## config.mk

```make
export PLATFORM = sky130hd
export DESIGN_NAME = rf_wb_sched
export DESIGN_NICKNAME = d
export VERILOG_FILES = /design/src/rtl/rf_wb_sched.sv
export SDC_FILE = /design/constraint.sdc
export NUM_CORES = 1
export LEC_CHECK = 0
export BUFFER_PORTS_ARGS = -buffer_cell sky130_fd_sc_hd__clkbuf_2
export CAP_MARGIN = 25
export CORE_UTILIZATION = 45
export CTS_BUF_LIST = sky130_fd_sc_hd__clkbuf_8
export CTS_CLUSTER_DIAMETER = 40
export DETAILED_ROUTE_END_ITERATION = 10
export MAX_ROUTING_LAYER = met4
export PLACE_DENSITY = 0.8
export SLEW_MARGIN = 20
export SYNTH_ARGS = -nofsm -noshare
export SYNTH_HDL_FRONTEND = slang
export SYNTH_SLANG_ARGS = --single-unit
```

## constraint.sdc

```tcl
create_clock -name clk -period 1.56 [get_ports clk]
set_input_delay 0.234 -clock clk [delete_from_list [all_inputs] [get_ports clk]]
set_output_delay 0.234 -clock clk [all_outputs]
set_load 0.02 [all_outputs]
```

## src/rtl/rf_wb_sched.sv

```systemverilog
// Writeback scheduler: round-robin arbiter between ALU (A) and load (B) writeback
// sources, a registered register-file write port, and a busy-register scoreboard.
// Optional feature: define RF_WB_BYPASS_EN to add writeback-to-read forwarding outputs.
module rf_wb_sched #(
  parameter logic RR_INIT = 1'b1
) (
  input  logic        clk,
  input  logic        rst_n,
  input  logic        rsv_valid,
  input  logic [4:0]  rsv_addr,
  input  logic        a_valid,
  input  logic [4:0]  a_addr,
  input  logic [31:0] a_data,
  output logic        a_ready,
  input  logic        b_valid,
  input  logic [4:0]  b_addr,
  input  logic [31:0] b_data,
  output logic        b_ready,
  output logic        rf_we,
  output logic [4:0]  rf_waddr,
  output logic [31:0] rf_wdata,
  input  logic [4:0]  raddr0,
  input  logic [4:0]  raddr1,
  output logic        hazard0,
  output logic        hazard1,
  output logic [31:0] busy_mask
`ifdef RF_WB_BYPASS_EN
  ,
  output logic        fwd0_en,
  output logic        fwd1_en,
  output logic [31:0] fwd0_data,
  output logic [31:0] fwd1_data
`endif
);

  logic        last_b_q, last_b_d;
  logic        rf_we_q, rf_we_d;
  logic [4:0]  rf_waddr_q, rf_waddr_d;
  logic [31:0] rf_wdata_q, rf_wdata_d;
  logic [31:0] busy_q, busy_d;
  logic [31:0] set_vec, clr_vec;
  logic        grant_a, grant_b;

  // Handshake: a source transfers at a rising edge where its valid and ready are
  // both 1. Ready depends on valid and never on a registered handshake, so a source
  // may hold valid until it sees ready; ready is only ever given to one source.
  always_comb begin
    a_ready = rst_n & a_valid & (~b_valid | last_b_q);
    b_ready = rst_n & b_valid & (~a_valid | ~last_b_q);
  end

  assign grant_a = a_valid & a_ready;
  assign grant_b = b_valid & b_ready;

  always_comb begin
    last_b_d   = last_b_q;
    rf_we_d    = 1'b0;
    rf_waddr_d = rf_waddr_q;
    rf_wdata_d = rf_wdata_q;
    if (grant_a) begin
      last_b_d = 1'b0;
      if (a_addr != 5'd0) begin
        rf_we_d    = 1'b1;
        rf_waddr_d = a_addr;
        rf_wdata_d = a_data;
      end
    end else if (grant_b) begin
      last_b_d = 1'b1;
      if (b_addr != 5'd0) begin
        rf_we_d    = 1'b1;
        rf_waddr_d = b_addr;
        rf_wdata_d = b_data;
      end
    end
  end

  // Reservation set is OR'd in after the clear so a re-reserve wins over retirement.
  always_comb begin
    set_vec = '0;
    clr_vec = '0;
    if (rsv_valid && (rsv_addr != 5'd0)) set_vec[rsv_addr] = 1'b1;
    if (rf_we_q) clr_vec[rf_waddr_q] = 1'b1;
    busy_d    = (busy_q & ~clr_vec) | set_vec;
    busy_d[0] = 1'b0;
  end

  always_ff @(posedge clk) begin
    if (!rst_n) begin
      last_b_q   <= RR_INIT;
      rf_we_q    <= 1'b0;
      rf_waddr_q <= '0;
      rf_wdata_q <= '0;
      busy_q     <= '0;
    end else begin
      last_b_q   <= last_b_d;
      rf_we_q    <= rf_we_d;
      rf_waddr_q <= rf_waddr_d;
      rf_wdata_q <= rf_wdata_d;
      busy_q     <= busy_d;
    end
  end

  assign rf_we     = rf_we_q;
  assign rf_waddr  = rf_waddr_q;
  assign rf_wdata  = rf_wdata_q;
  assign busy_mask = busy_q;

`ifdef RF_WB_BYPASS_EN
  logic rsv_hit0, rsv_hit1;

  // A register being written this cycle can be forwarded instead of stalling,
  // unless it is reserved again by a younger instruction at the same edge.
  always_comb begin
    fwd0_en   = rf_we_q && (rf_waddr_q == raddr0) && (raddr0 != 5'd0);
    fwd1_en   = rf_we_q && (rf_waddr_q == raddr1) && (raddr1 != 5'd0);
    fwd0_data = rf_wdata_q;
    fwd1_data = rf_wdata_q;
    rsv_hit0  = rsv_valid && (rsv_addr == raddr0);
    rsv_hit1  = rsv_valid && (rsv_addr == raddr1);
    hazard0   = busy_q[raddr0] & ~(fwd0_en & ~rsv_hit0);
    hazard1   = busy_q[raddr1] & ~(fwd1_en & ~rsv_hit1);
  end
`else
  assign hazard0 = busy_q[raddr0];
  assign hazard1 = busy_q[raddr1];
`endif

endmodule

```

==> results.md <==
* Avg Inst Size Synth at 8.617 um2
* Slowest cell on crit path: mux4_2
* Full die area at 9344 um2
* Area after DPL at 5042 um2
* Worst-skew pair later-pin latency at 0.34 ns
* Switch share at 0.3186
* Failing checks: negative setup slack
* Relative slew slack at 0.6675
* Final WL at 12810 um
* Worst hold path class: input port to flop
* Congestion Overflow GR at 0
* Slew Viols, Final at 0
* Die X at 96.67 um
* Final period util at 1.216
* Crit path required time at 1.33 ns
* CTS root buf: clkbuf_8
* Top cells by count, synth: 114 x nand2_1, 70 x dfxtp_1, 37 x a21oi_1
* Flop pwr share at 0.444
* Nets@finish at 730
* Yosys reg bits at 70
* CP Cell Sequence: mux4_2 > nand2b_4 > o211ai_1 > nand4_1 > buf_6
* Total clock sinks at 70
* Worst Skew at 0.005481 ns
* First-pass GRT wire length at 19660 um
* Critical path fanouts, max at 4
* Final Hold Viols at 0
* Vias in the first global route at 4135
* P_int at 3036 uW
* WL per Instance at 17.10 um
* Synth Flop Type: dfxtp_1
* Antenna violations before repair at 0
* Clock power share at 0.286
* Clk pin slew, worst setup/hold paths at 0.07 ns
* Synth warnings at 0
* Ports at 168
* I/O Buffers at 166
* Area grow syn2layout at 35.99%
* Min Tclk post-route at 1.897 ns
* Crit path arrival time at 1.66 ns
* Slew at the pin with the worst max-slew slack at 0.4977 ns
* Kind of end point of the critical path: output port
* Initial Util at 0.4647
* Placed instance count at 722
* Proportion of layout cells with a drive suffix above 1 at 0.4275
* EDFF count, synth at 0
* Flop2flop setup slack at 0.05 ns
* Gr usage total at 0.2616
* CP peak stage delay at 0.47 ns
* Most frequent cell after synthesis: nand2_1
* Inserted Clock Buffers at 9
* 1st-pass router iterations at 5
* H-tree depth at 3
* Final ANT Viol Nets at 0
* Outcome: complete, but fails checks
* Post-route cell area at 5484 um2
* Count of cell types in the netlist at 39
* NetSw at 1420 uW
* Worst slack at placement at -0.1006 ns
* Critical path class: flop to output port
* WHS Path Cells at 2
* Final Util at 0.6319
* Top-area cell type share of the netlist area at 0.3475
* Post-synth ARST share at 0
* Final Setup Violations at 2
* Maximum operating frequency at 527.1 MHz
* Gpl congestion at 0.8828
* Synth area leaders: dfxtp_1 35%, nand2_1 11%, a311oi_2 7.4%
* Setup WS post-layout at -0.3372 ns
* Static leakage at 0.002354 uW
* Synth area leader: dfxtp_1
* Drc violations at 0
* Largest net degree at the start of global routing at 55
* Reg2Reg Depth at 7
* Sequential share of the synthesized area at 0.3475
* DR vias/cell at 5.969
* Number of diodes at 0
* Post-DP HPWL at 9036 um
* PD cells at 812.5 nW/um2
* Die Y at 96.67 um
* Cells after synthesis at 468
* CTS tree: yes
* Crit start category: flop
* Combinational power share at 0.270
* Final std cells w/o fill at 749
* # rows at 34
* RSZ-0062 raised after global routing: yes
* Clock buffer depth at 2
* Peak VDD IR at 0.5778 mV
* Core footprint at 8678 um2
* Syn_nets at 562
* Fill count at 761
* Initial DRC Count at 206
* Routed vias at 4471
* Synthesized cell area at 4033 um2
* Maxcap violations at 0
==> worst max-delay path: cells and delay by family, from the launching register on <==
kind,cells,cell delay (ns)
simple gates,2,0.28
compound gates,1,0.08
flops,1,0.34
buf+inv,1,0.15
mux,1,0.47
==> per-layer routing <==
layer	GRT usage	vias to the layer above	wire length, um
met2	0.4361	233	6454
li1	-	2091	-
met5	-	-	0
met3	0.04046	28	984
met1	0.3130	2119	5057
met4	0.1137	0	314
==> metrics by stage <==
step                      power, uW  setup TNS (ns)  hold WS [ns]
final                          4456         -0.6544        0.1377
after global routing           4645         -0.8287        0.1450
after CTS                      4387         -0.7106        0.1194
after detailed placement       3109         -0.2260        0.4787
after global placement         3076         -0.1725        0.4585
after floorplan                2706               0        0.3058
==> power by group through the flow <==
stage | Sequential, uW | Combinational (uW) | Clock (uW)
4_1_cts | 1970 | 1130 | 1280
3_3_place_gp | 2010 | 1060 | 0
6_report | 1980 | 1200 | 1270
3_5_place_dp | 2010 | 1100 | 0
2_1_floorplan | 2130 | 581 | 0
5_1_grt | 1990 | 1290 | 1370
==> cell type report <==
cell class              instances  area (um2)  share of cell area
inverters                       4       17.52            0.003194
repair buffers                204        1344              0.2450
multi-input cells             347        2411              0.4397
clock buffers                  10       137.6             0.02510
well taps                     108       135.1             0.02464
flip-flops and latches         70        1409              0.2569
clock inverters                 6       30.03            0.005476
==> worst paths after layout <==
path,start,to
min reg2reg,busy_mask[4],busy_mask[4]
max reg2reg,last_b_q,rf_wdata[14]
min,rst_n,last_b_q
max,busy_mask[7],hazard1
==> cells by family (layout without fill, tap and decap cells) <==
logic type / after synthesis / in the layout / share of synthesized area
muxes: 24 / 24 / 0.07819
DFF: 70 / 70 / 0.3475
and+or+nand+nor: 168 / 168 / 0.1880
AOI/OAI and AO/OA: 154 / 154 / 0.3183
buffers and inverters: 51 / 224 / 0.06702
other: 1 / 1 / 0.0009299
==> cells in the final DEF (no fill, tap or decap), types with 12 or more instances in the layout <==
cell type and n:
clkbuf_2 162, nand2_1 114, dfxtp_1 64, a21oi_1 37, o21ai_0 27, a221oi_1 25, buf_4 24, a311oi_2 22
mux2i_1 18, a311oi_1 15, a221oi_2 12
==> sequential cells by signal, indices dropped and copies added, names as in the netlist <==
register,cells
last_b_q,1
rf_wdata,32
rf_waddr,5
busy_mask,31
rf_we,1
==> repair_timing <==
action / CTS / global route
buffers inserted: 3 / 3
gates cloned: 1 / 4
hold endpoints to repair: 0 / 0
pin swaps: 2 / 3
setup endpoints to repair: 4 / 38
gates resized for setup: 10 / 17
hold buffers: 0 / 0
Note: power is estimated with default switching activity, not from simulation.
